<file path="config.mk">
export PLATFORM = sky130hd
export DESIGN_NAME = fp_align_stage
export DESIGN_NICKNAME = d
export VERILOG_FILES = /design/src/rtl/fp_align_stage.sv
export SDC_FILE = /design/constraint.sdc
export NUM_CORES = 1
export LEC_CHECK = 0
export ABC_AREA = 1
export CORE_MARGIN = 2
export CORE_UTILIZATION = 50
export CTS_CLUSTER_DIAMETER = 200
export DETAILED_ROUTE_END_ITERATION = 8
export PLACE_DENSITY = 0.82
export SETUP_SLACK_MARGIN = 0.4
export SLEW_MARGIN = 30
export SYNTH_ARGS = -nofsm -noshare
export SYNTH_HDL_FRONTEND = slang
export SYNTH_SLANG_ARGS = --single-unit
</file>
<file path="constraint.sdc">
create_clock -name clk -period 3.6 [get_ports clk]
set_input_delay 0.54 -clock clk [delete_from_list [all_inputs] [get_ports clk]]
set_output_delay 0.54 -clock clk [all_outputs]
set_load 0.05 [all_outputs]
</file>
<file path="src/rtl/fp_align_stage.sv">
// Compare-and-align stage of the FP adder: orders operands by magnitude, right-aligns the smaller
// mantissa with guard/round/sticky, pre-increments the exponent; valid/ready with a 2-entry skid.
module fp_align_stage #(
  parameter int EXP_W = 8,
  parameter int MAN_W = 24,
  parameter int TAG_W = 4
) (
  input  logic               clk,
  input  logic               rst_n,
  input  logic               in_valid,
  output logic               in_ready,
  input  logic               sign_a,
  input  logic               sign_b,
  input  logic [EXP_W-1:0]   exp_a,
  input  logic [EXP_W-1:0]   exp_b,
  input  logic [MAN_W-1:0]   mantissa_a,
  input  logic [MAN_W-1:0]   mantissa_b,
  input  logic [TAG_W-1:0]   in_tag,
  output logic               out_valid,
  input  logic               out_ready,
  output logic               large_sign,
  output logic               small_sign,
  output logic [EXP_W-1:0]   exp_out,
  output logic [MAN_W+2:0]   large_man,
  output logic [MAN_W+2:0]   small_man,
  output logic               swap,
  output logic               exp_ovf,
  output logic               small_zero,
  output logic [TAG_W-1:0]   out_tag
);
  localparam int XW = MAN_W + 3;

  typedef struct packed {
    logic             large_sign;
    logic             small_sign;
    logic [EXP_W-1:0] exp_out;
    logic [XW-1:0]    large_man;
    logic [XW-1:0]    small_man;
    logic             swap;
    logic             exp_ovf;
    logic             small_zero;
    logic [TAG_W-1:0] tag;
  } res_t;

  logic             b_big, far, ovf;
  logic [EXP_W-1:0] e_max, d;
  logic [MAN_W-1:0] m_big, m_small;
  logic [XW-1:0]    ext, mask, shifted, aligned;
  res_t             nxt, out_q, skid_q;
  logic             out_v, skid_v, take;

  assign b_big   = (exp_b > exp_a) || ((exp_b == exp_a) && (mantissa_b > mantissa_a));
  assign e_max   = b_big ? exp_b : exp_a;
  assign d       = b_big ? exp_b - exp_a : exp_a - exp_b;
  assign m_big   = b_big ? mantissa_b : mantissa_a;
  assign m_small = b_big ? mantissa_a : mantissa_b;

  // Shift-out bits collapse into bit 0; beyond the field width only a nonzero flag survives.
  assign ext     = {m_small, 3'b000};
  assign far     = 32'(d) >= XW;
  assign mask    = ~({XW{1'b1}} << d);
  assign shifted = ext >> d;
  assign aligned = far ? {{(XW-1){1'b0}}, |m_small}
                       : {shifted[XW-1:1], shifted[0] | (|(ext & mask))};

  assign ovf = &e_max;

  always_comb begin
    nxt            = '0;
    nxt.large_sign = b_big ? sign_b : sign_a;
    nxt.small_sign = b_big ? sign_a : sign_b;
    nxt.exp_out    = ovf ? e_max : e_max + 1'b1;
    nxt.large_man  = {m_big, 3'b000};
    nxt.small_man  = aligned;
    nxt.swap       = b_big;
    nxt.exp_ovf    = ovf;
    nxt.small_zero = (m_small == '0);
    nxt.tag        = in_tag;
  end

  assign in_ready = !skid_v;
  assign take     = in_valid && !skid_v;

  // Skid only fills when the output register is stalled; it always empties first on drain.
  always_ff @(posedge clk) begin
    if (!rst_n) begin
      out_v  <= 1'b0;
      skid_v <= 1'b0;
      out_q  <= '0;
      skid_q <= '0;
    end else if (!out_v || out_ready) begin
      if (skid_v) begin
        out_q  <= skid_q;
        out_v  <= 1'b1;
        skid_v <= 1'b0;
      end else begin
        out_v <= take;
        if (take) out_q <= nxt;
      end
    end else if (take) begin
      skid_q <= nxt;
      skid_v <= 1'b1;
    end
  end

  assign out_valid  = out_v;
  assign large_sign = out_q.large_sign;
  assign small_sign = out_q.small_sign;
  assign exp_out    = out_q.exp_out;
  assign large_man  = out_q.large_man;
  assign small_man  = out_q.small_man;
  assign swap       = out_q.swap;
  assign exp_ovf    = out_q.exp_ovf;
  assign small_zero = out_q.small_zero;
  assign out_tag    = out_q.tag;
endmodule

</file>
After elaboration in Yosys (flattened, before gate mapping)
Cells that the tools add are included.
{ "classes": {"add_sub_neg": 3, "order_cmp": 3, "eq_ne": 1, "shifts": 2, "mux": 11, "bitwise_logic": 5, "n_reduce_logical": 14} }
{ "op_table": {"columns": ["cell", "n"], "rows": [
  ["$mux W71", 2],
  ["$mux W24", 2],
  ["$and A27 B27 Y27", 1],
  ["$mux W27", 1],
  ["$not A27 Y27", 1],
  ["$reduce_or A27 Y1", 1],
  ["$shl A27 B8 Y27 const A", 1],
  ["$shr A27 B8 Y27", 1],
  ["$gt A24 B24 Y1", 1],
  ["$logic_not A24 Y1", 1],
  ["$mux W8", 3],
  ["$reduce_or A24 Y1", 1],
  ["$sub A8 B8 Y8", 2],
  ["$add A8 B1 Y8 const B", 1],
  ["$eq A8 B8 Y1", 1],
  ["$ge A8 B5 Y1 const B", 1],
  ["$gt A8 B8 Y1", 1],
  ["$reduce_and A8 Y1", 1],
  ["$reduce_and A2 Y1", 2],
  ["$mux W1", 3],
  ["$logic_and A1 B1 Y1", 2],
  ["$logic_not A1 Y1", 2],
  ["$logic_or A1 B1 Y1", 2],
  ["$not A1 Y1", 2],
  ["3 further kinds", 3]
]} }
{ "totals": {"register_bits": 141, "in_bits": 74, "word_cells": 59} }

Depth between registers and ports, before layout
Gate-level depths: netlist (run 1).
{ "logic_depth": {"depth_word": 12, "depth_mapped": 29} }

Worst setup path after synthesis (run 1)
OpenSTA, ideal clock, no wires.
{ "synth_path": {"path_kind": "in2reg", "start": "input port exp_a[5]", "end": "register out_q (netlist bit exp_out[5])", "setup_time_ns": 0.070, "t_arrival_ns": 3.419, "required_ns": 3.530, "slack_ns": 0.111, "stages": 24, "path_buffers": 3, "path_cell_list": "inv_1 -> ha_1 -> clkbuf_2 -> nand2_1 -> nor3_2 -> nand4_1 -> a21oi_2 -> nand2_2 -> nand2_4 -> buf_12 -> buf_4 -> nand2_1 -> o21ai_2 -> ha_1 -> inv_1 -> nor3_2 -> nand3_1 -> nor2_4 -> inv_2 -> a21oi_1 -> a21oi_1 -> nand2_1 -> o211ai_1 -> a21oi_1"} }
{ "synth_via": {"elab_chain_cells": 8, "elab_cells_between_ends": 10} }
{ "synth_rtl": {"columns": ["item", "line", "source"], "rows": [
  ["start: declaration", "14", "input logic [EXP_W-1:0] exp_a,"],
  ["parallel branches: the longest is 3 deep, another holds $gt A8 B8 Y1", null, null],
  ["$mux W8 (*)", "53", "assign e_max = b_big ? exp_b : exp_a;"],
  ["$add A8 B1 Y8 / $reduce_and A8 Y1 (equally long branches)", "72, 66", null],
  ["$mux W8 (*)", "72", "nxt.exp_out = ovf ? e_max : e_max + 1'b1;"],
  ["$mux W71 (*)", "98", "if (take) out_q <= nxt;"],
  ["$mux W71 (*)", "92", "if (skid_v) begin"],
  ["end signal: assignment", "93", "out_q <= skid_q;"],
  ["end signal: assignment", "98", null],
  ["end: declaration", "49", "res_t nxt, out_q, skid_q;"]
]} }
Mark *: on every way between the ends. The select of a mux whose other input is x is not followed.
A chain may end at the register's enable or synchronous reset.

Final worst setup path (run 1)
{ "layout_path": {"start": "input port exp_a[1]", "end": "register out_q (netlist bit small_man[12])"} }
{ "layout_via": {"elab_chain_cells": 8, "elab_cells_between_ends": 13} }
{ "layout_rtl": {"columns": ["item", "line", "source"], "rows": [
  ["parallel branches: the longest is 5 deep, another holds $gt A8 B8 Y1", null, null],
  ["$mux W27 (*)", "63", "assign aligned = far ? {{(XW-1){1'b0}}, |m_small}"],
  ["$mux W71 (*)", "98", null],
  ["$mux W71 (*)", "92", null]
]} }
Marked as above.

==> results of run 1 <==
metal layers:
layer	vias up	track usage [%]	routed length, um
li1	5826	-	-
met1	5890	45.30	15470
met2	889	54.81	18430
met3	202	4.832	3694
met4	0	12.54	2151
met5	-	0	0
logic make-up (layout without fill, tap and decap cells):
family          after synthesis  in the layout
simple gates                723            725
compound gates              401            401
buf+inv                     280            600
flops                       138            138
fa+ha+maj                    42             42
xor+xnor                     13             13
other cells                   1              3
power by group through the flow:
| stage | Sequential [mW] | Clock [mW] | Combinational, mW |
|---|---|---|---|
| 3_5_place_dp | 1.69 | 0 | 2.50 |
| 3_3_place_gp | 1.69 | 0 | 2.48 |
| 6_report | 1.66 | 1.93 | 3.27 |
| 2_1_floorplan | 1.87 | 0 | 1.36 |
| 4_1_cts | 1.66 | 1.91 | 2.70 |
| 5_1_grt | 1.67 | 1.98 | 3.47 |
layout by cell type (no fill, tap or decap), types with 4 or more instances in the layout:
cell type	instances
sky130_fd_sc_hd__o21ai_2	17
sky130_fd_sc_hd__nor2_4	10
sky130_fd_sc_hd__clkdlybuf4s15_1	10
sky130_fd_sc_hd__buf_4	224
sky130_fd_sc_hd__dfxtp_1	137
sky130_fd_sc_hd__buf_12	6
sky130_fd_sc_hd__buf_6	16
sky130_fd_sc_hd__a21oi_1	155
sky130_fd_sc_hd__buf_2	12
sky130_fd_sc_hd__inv_4	4
sky130_fd_sc_hd__nand3_4	8
sky130_fd_sc_hd__xor2_1	9
sky130_fd_sc_hd__nand3_1	66
sky130_fd_sc_hd__a21oi_2	29
sky130_fd_sc_hd__nand3_2	50
sky130_fd_sc_hd__inv_2	52
sky130_fd_sc_hd__clkbuf_16	19
sky130_fd_sc_hd__inv_1	114
sky130_fd_sc_hd__o21ai_4	7
sky130_fd_sc_hd__clkdlybuf4s50_1	79
sky130_fd_sc_hd__clkbuf_2	28
sky130_fd_sc_hd__nand2_4	17
sky130_fd_sc_hd__ha_4	28
sky130_fd_sc_hd__dlygate4sd2_1	12
sky130_fd_sc_hd__nor2_2	10
sky130_fd_sc_hd__o21ai_0	115
sky130_fd_sc_hd__nand2_2	97
sky130_fd_sc_hd__ha_1	11
sky130_fd_sc_hd__nand4_1	11
sky130_fd_sc_hd__bufinv_16	4
sky130_fd_sc_hd__inv_6	4
sky130_fd_sc_hd__a31oi_1	4
sky130_fd_sc_hd__nor2_1	59
sky130_fd_sc_hd__o21ai_1	33
sky130_fd_sc_hd__o211ai_1	27
sky130_fd_sc_hd__nand2_1	384
worst max-delay path, cell delays in order:
cell	delay (ns)
sky130_fd_sc_hd__dlygate4sd2_1	0.24
sky130_fd_sc_hd__inv_2	0.08
sky130_fd_sc_hd__ha_4	0.27
sky130_fd_sc_hd__buf_4	0.11
sky130_fd_sc_hd__nand4_1	0.13
sky130_fd_sc_hd__buf_6	0.17
sky130_fd_sc_hd__a21oi_4	0.17
sky130_fd_sc_hd__nand2_4	0.10
sky130_fd_sc_hd__nand2_8	0.14
sky130_fd_sc_hd__buf_4	0.13
sky130_fd_sc_hd__nand2_1	0.10
sky130_fd_sc_hd__nand2_4	0.14
sky130_fd_sc_hd__buf_4	0.13
sky130_fd_sc_hd__buf_4	0.22
sky130_fd_sc_hd__nand3_1	0.18
sky130_fd_sc_hd__nand2_1	0.15
sky130_fd_sc_hd__nand2_1	0.11
sky130_fd_sc_hd__nand2_2	0.12
sky130_fd_sc_hd__nand2_1	0.08
sky130_fd_sc_hd__nand3_1	0.13
sky130_fd_sc_hd__a21oi_2	0.06
sky130_fd_sc_hd__o21ai_1	0.10
sky130_fd_sc_hd__a21oi_1	0.08
what timing repair did:
item	4_1_cts	5_1_grt
cloned	5	3
pin swaps	63	135
endpoints found under the setup margin	75	68
gates resized for setup	207	328
setup buffers	23	24
stage by stage:
step           setup TNS, ns  util, %  area, sq um  power (mW)  hold WS [ns]
5_1_grt                    0    77.76        14980       7.126        0.4809
4_1_cts                    0    72.19        13910       6.269        0.4660
3_5_place_dp          -36.60    65.58        12640       4.193        0.4554
2_1_floorplan              0        -         9844       3.237        0.4357
3_3_place_gp          -32.64    65.58        12640       4.170        0.4480
6_report                   0    77.76        14980       6.866        0.4611
registers in the layout, summed over array words and instances (netlist names):
| signal | flops |
|---|---|
| skid_q | 68 |
| small_man | 27 |
| large_man | 24 |
| exp_out | 8 |
| out_tag | 4 |
| exp_ovf | 1 |
| large_sign | 1 |
| out_valid | 1 |
| skid_v | 1 |
| small_sign | 1 |
| small_zero | 1 |
| swap | 1 |
synthesized netlist by cell type (3+ instances only):
cell | number | share of area [%]
sky130_fd_sc_hd__buf_4 | 9 | 0.69
sky130_fd_sc_hd__xnor2_1 | 3 | 0.27
sky130_fd_sc_hd__inv_1 | 149 | 5.8
sky130_fd_sc_hd__o21ai_2 | 4 | 0.36
sky130_fd_sc_hd__clkbuf_1 | 63 | 2.4
sky130_fd_sc_hd__nor4_1 | 3 | 0.19
sky130_fd_sc_hd__nor2_2 | 3 | 0.19
sky130_fd_sc_hd__nand2_2 | 11 | 0.71
sky130_fd_sc_hd__nand3_1 | 123 | 6.3
sky130_fd_sc_hd__buf_2 | 22 | 1.1
sky130_fd_sc_hd__nand4_1 | 11 | 0.71
sky130_fd_sc_hd__o21ai_0 | 133 | 6.8
sky130_fd_sc_hd__o211ai_1 | 27 | 2.1
sky130_fd_sc_hd__inv_2 | 19 | 0.73
sky130_fd_sc_hd__buf_1 | 6 | 0.23
sky130_fd_sc_hd__nor3_1 | 5 | 0.26
sky130_fd_sc_hd__a31oi_1 | 4 | 0.26
sky130_fd_sc_hd__dfxtp_1 | 138 | 28
sky130_fd_sc_hd__o21ai_1 | 34 | 1.8
sky130_fd_sc_hd__a21oi_1 | 184 | 9.5
sky130_fd_sc_hd__xor2_1 | 10 | 0.90
sky130_fd_sc_hd__nand2_1 | 486 | 19
sky130_fd_sc_hd__a21o_1 | 3 | 0.23
sky130_fd_sc_hd__clkinv_1 | 7 | 0.27
sky130_fd_sc_hd__ha_1 | 40 | 5.1
sky130_fd_sc_hd__nor2_1 | 75 | 2.9
area by class of cell:
| cell class | count | area (sq um) | area share, % |
|---|---|---|---|
| Clock buffer | 18 | 429.2 | 2.864 |
| Tap cell | 265 | 331.6 | 2.213 |
| Sequential cell | 138 | 2764 | 18.45 |
| Clock inverter | 14 | 211.5 | 1.411 |
| Multi-Input combinational cell | 1184 | 7259 | 48.45 |
| Timing Repair Buffer | 393 | 3313 | 22.11 |
| Inverter | 175 | 675.6 | 4.509 |
final timing paths:
| kind | slack [ns] | start | end | cells after the start |
|---|---|---|---|---|
| worst max-delay path | 0.20 | exp_a[1] | small_man[12]$_SDFFE_PN0P_ | 23 |
| worst min-delay path | 0.46 | small_man[5]$_SDFFE_PN0P_ | small_man[5]$_SDFFE_PN0P_ | 2 |
| worst max register to register | 1.08 | skid_v$_SDFFE_PP0P_ | large_man[11]$_SDFFE_PN0P_ | 7 |
| worst min register to register | 0.46 | small_man[5]$_SDFFE_PN0P_ | small_man[5]$_SDFFE_PN0P_ | 2 |
==> metrics.cfg, run 1 <==
[routing]
route.detailed.wl_per_inst_um=18.18
drtAntennaViolNets=0
routed-via-count=12810
drc_violations_left=0
postRouteWirelength_mm=39.75
initialDrtViolationCount=1394
vias_per_cell=5.856
first_pass_iters=8

[final_layout]
syn2layout_area_growth_pct=54.11
layout-drive-gt1-share_pct=35.02
num-fill-cells=1337
finalNonFillerCells=2187
layout.nets=2025
antennaDiodeCount=0

[sta]
worstMarginPinSlew_ns=0.8341
max_freq_mhz=294.2
clock-skew-final_ns=0.008736
worst_slew_margin_relative_to_its_limit_pct=44.33
layout_worst_path_cycle_share_pct=94.43
rsz_0062_raised_after_global_routing=true
period_needed_ns=3.399
layout_setup_ws_ns=0.2005
final_max_slew_viol_count=0
timing_hold_violations_final=0
final-setup-viol-count=0

[cts]
cts_max_level=4
clock_tree.root_cell=sky130_fd_sc_hd__clkbuf_16
number_of_buffers_created_by_cts=17
clk-insertion-delay-late_ns=0.43
cts_hold_buffers=0
cts_max_path_buffers=2
cts_tree=done
clkSlewWorstSetupHoldPaths_ns=0.07
clkSinkCount=138

[yosys]
synth-seq-cells=138
netlist_area_sq_mm=0.009723
yosys_warnings=0
compound_gate_portion_of_the_synthesized_area_pct=22.24
postSynth.asyncResetShare_pct=0
yosysSeqAreaShare_pct=28.41
synthAdderAreaFrac_pct=5.559
synth_enable_flop_cells=0
synth_cells=1598
synth-xor-area-share_pct=1.171
synth_top_family_by_area=simple AND/OR/NAND/NOR gates
yosys.cell_types.count=47
synthMuxAreaShare_pct=0
synthSimpleGateAreaFrac_pct=30.65
synth_flop_cell=sky130_fd_sc_hd__dfxtp_1
syn_area_per_cell_sq_um=6.085

[critical_path]
worst-path-max-fanout=12
worst_ep_required_time_ns=3.90
critPathArrivalTime_ns=3.70
worst_setup_path_start_kind=primary input
endpoint_kind=flop
cp_class=primary input to flop

[grt]
globalRoute.totalOverflow=0
maximum_number_of_pins_on_one_net_before_global_route_repair=75
overall_global_routing_resource_usage_pct=33.66
initial_antenna_violation_count=0
grt_first_pass_wirelength_mm=55.40
first_global_vias=10880

[floorplanning]
placeableCoreArea_sq_mm=0.01927
rows=51
floorplan.die.height_um=143.5
pin_count=147
floorplan.initialDensity_pct=50.45
fp.dieArea_sq_mm=0.02058
width_of_the_die_um=143.5

[place]
place_congestion=0.9915
place_inst=2100
port_buffers=143
hpwlAfterDp_mm=25.05
detailedPlace.worstSlack_ns=-0.7522

[power_and_ir_drop]
vdd_ir_drop_max_mv=0.3344
clkPwrFrac_pct=28.1
power_frac_seq_pct=24.2
power_switching_mw=2.821
internal_power_mw=4.045
power-per-cell-area_mw_per_mm2=458.2
static_power_due_to_leakage_nw=6.943
power.switching_fraction_pct=41.09
combinationalPowerShare_pct=47.7

[status]
run_status=finished clean

[flow_run]
maxCapViolCount=0

[min_path]
hold_path_class=flop to flop

Power figures use the tool's default switching activity.
==> run 2, diff against run 1 <==
--- a/config.mk
+++ b/config.mk
@@ -10,8 +10,7 @@
 export CORE_UTILIZATION = 50
 export CTS_CLUSTER_DIAMETER = 200
 export DETAILED_ROUTE_END_ITERATION = 8
-export PLACE_DENSITY = 0.82
-export SETUP_SLACK_MARGIN = 0.4
+export PLACE_DENSITY = 0.77
 export SLEW_MARGIN = 30
 export SYNTH_ARGS = -nofsm -noshare
 export SYNTH_HDL_FRONTEND = slang
==> run 2 against run 1 <==
Against the previous run: die area unchanged; sequential power is essentially flat; combinational power down 5%; global-route usage rose by 0.59 points; cell count shrank 0.59%; fmax shrank 3.6%; worst hold slack improved by 0.0015 ns; critical path type unchanged.
==> metrics.cfg, run 2 (same netlist as run 1, synthesis figures left out) <==
[critical_path]
worst-path-max-fanout=5
cp_slowest_stage_delay_ns=0.47
r2r_setup_slack_ns=1.83
worst_ep_required_time_ns=3.95
crit_top_cell=sky130_fd_sc_hd__nand2_1
cp_class=primary input to flop
critPathArrivalTime_ns=3.88
rr_startpoint=out_valid$_SDFFE_PN0P_
endpoint_kind=flop
worst_setup_path_start_kind=primary input
critPathSlowestCell=sky130_fd_sc_hd__clkdlybuf4s50_1
regToRegEndpoint=skid_q[30]$_SDFFE_PN0P_
reg2reg_depth=7

[routing]
drc_violations_left=0
first_pass_iters=6
postRouteWirelength_mm=36.81
routed-via-count=11940
drtAntennaViolNets=0
vias_per_cell=5.494
route.detailed.wl_per_inst_um=16.93
initialDrtViolationCount=1073

[grt]
grt_use_met1_pct=47.65
globalRoute.totalOverflow=0
overall_global_routing_resource_usage_pct=34.26
maximum_number_of_pins_on_one_net_before_global_route_repair=75
first_global_vias=10530
grt_first_pass_wirelength_mm=55.02
use_met3_pct=4.865
initial_antenna_violation_count=0
met2_usage_pct=53.91
grt-busiest-layer=met2

[min_path]
whs_path_depth=2
hold_path_class=flop to flop
hold_end=exp_out[4]$_SDFFE_PN0P_
hold_start=exp_out[4]$_SDFFE_PN0P_

[final_layout]
layout_commonest_cell=sky130_fd_sc_hd__nand2_1
most_used_cells_in_the_layout_excluding_fill_and_tap_cells=426 x sky130_fd_sc_hd__nand2_1, 209 x sky130_fd_sc_hd__buf_4, 170 x sky130_fd_sc_hd__a21oi_1, 137 x sky130_fd_sc_hd__dfxtp_1, 129 x sky130_fd_sc_hd__inv_1
utilization_pct=75.76
largest_register_ffs=68
layout-drive-gt1-share_pct=26.03
regMostFlops=skid_q
layout.cell_area.non_filler_sq_mm=0.01460
layout.nets=2013
syn2layout_area_growth_pct=50.16
antennaDiodeCount=0

[floorplanning]
pin_count=147
floorplan.initialDensity_pct=50.45
width_of_the_die_um=143.5
floorplan.die.height_um=143.5
rows=51
placeableCoreArea_sq_mm=0.01927
fp.dieArea_sq_mm=0.02058

[power_and_ir_drop]
static_power_due_to_leakage_nw=7.045
design_power_total_mw=6.452
power-per-cell-area_mw_per_mm2=441.9
vdd_ir_drop_max_mv=0.3054

[sta]
worstMarginPinSlew_ns=0.7732
final_max_slew_viol_count=0
worst_slew_margin_relative_to_its_limit_pct=48.45
period_needed_ns=3.528
timing_hold_violations_final=0
hold_slack_ns=0.4625
layout_worst_path_cycle_share_pct=98.00
clock-skew-final_ns=0.008518
max_freq_mhz=283.5
final-setup-viol-count=0

[place]
port_buffers=143
place_congestion=1.007
detailed_place.area_sq_mm=0.01264
hpwlAfterDp_mm=26.14

[cts]
clk-insertion-delay-late_ns=0.43
number_of_buffers_created_by_cts=17
clkSinkCount=138
cts_hold_buffers=0
clkSlewWorstSetupHoldPaths_ns=0.06
cts_max_level=4
clock_tree.root_cell=sky130_fd_sc_hd__clkbuf_16
cts_max_path_buffers=2
cts_tree=done

[flow_run]
maxCapViolCount=0

[status]
run_status=finished clean

run 2: cell types whose count changed in the layout (fill, tap and decap cells not counted), sizes merged:
cell / before / now
clkbuf: 48 / 22
clkinvlp: 1 / 5
clkinv: 7 / 9
inv: 177 / 172
buf: 262 / 237
nand2: 500 / 499
clkdlybuf4s15: 10 / 1
dlymetal6s2s: 0 / 34
clkdlybuf4s50: 79 / 101
bufinv: 4 / 1
dlygate4sd2: 12 / 6
run 2: per-stage QoR:
step	TNS, ns	worst slack (ns)	cells
after floorplan	0	0.1108	1600
after global placement	-54.45	-0.9446	2103
after detailed placement	-54.91	-0.9274	2103
after CTS	0	0.002289	2149
after global routing	-1.210	-0.1181	2174
final	0	0.07208	2174
run 2: metal layers:
layer	part of all wire, %	vias up
li1	-	5808
met1	44	5503
met2	45	541
met3	7.2	92
met4	3.7	0
met5	0	-
run 2: timing repair:
item	4_1_cts	5_1_grt
buffers inserted	13	24
resized for setup	91	191
setup endpoints to repair	73	69
pin swaps	35	95
cloned	2	2
run 2: worst max-delay path, delay by kind of cell:
kind | cells | cell delay (ns)
simple gates | 15 | 1.38
buf+inv | 7 | 1.16
compound gates | 4 | 0.51
fa+ha+maj | 1 | 0.28
run 2: area by class of cell:
type | instances | area [sq um]
clock buffer | 19 | 452.9
sequential | 138 | 2764
multi-input combinational | 1183 | 6701
inverter | 175 | 664.4
tap | 265 | 331.6
fill | 1502 | 4671
clock inverter | 12 | 116.4
timing repair buffer | 382 | 3570
run 2: how the worst max path moves through the flow:
| stage | endpoint | slack [ns] | startpoint | cells after the start |
|---|---|---|---|---|
| after CTS | small_man[2]$_SDFFE_PN0P_ | 0.002 | mantissa_b[12] | 26 |
| final | small_man[2]$_SDFFE_PN0P_ | 0.07 | mantissa_a[22] | 27 |
| after global placement | small_man[0]$_SDFFE_PN0P_ | -0.94 | mantissa_a[15] | 23 |
| after floorplan | exp_out[5]$_SDFFE_PN0P_ | 0.11 | exp_a[5] | 24 |
| after detailed placement | small_man[0]$_SDFFE_PN0P_ | -0.93 | mantissa_a[15] | 23 |
| after global routing | small_man[13]$_SDFFE_PN0P_ | -0.12 | mantissa_a[22] | 27 |
run 2: power breakdown:
group | internal (mW) | total, mW | switching [mW] | leakage [nW]
Clock | 0.988 | 1.68 | 0.689 | 0.264
Combinational | 1.23 | 3.11 | 1.89 | 5.65
Sequential | 1.62 | 1.66 | 0.0454 | 1.13
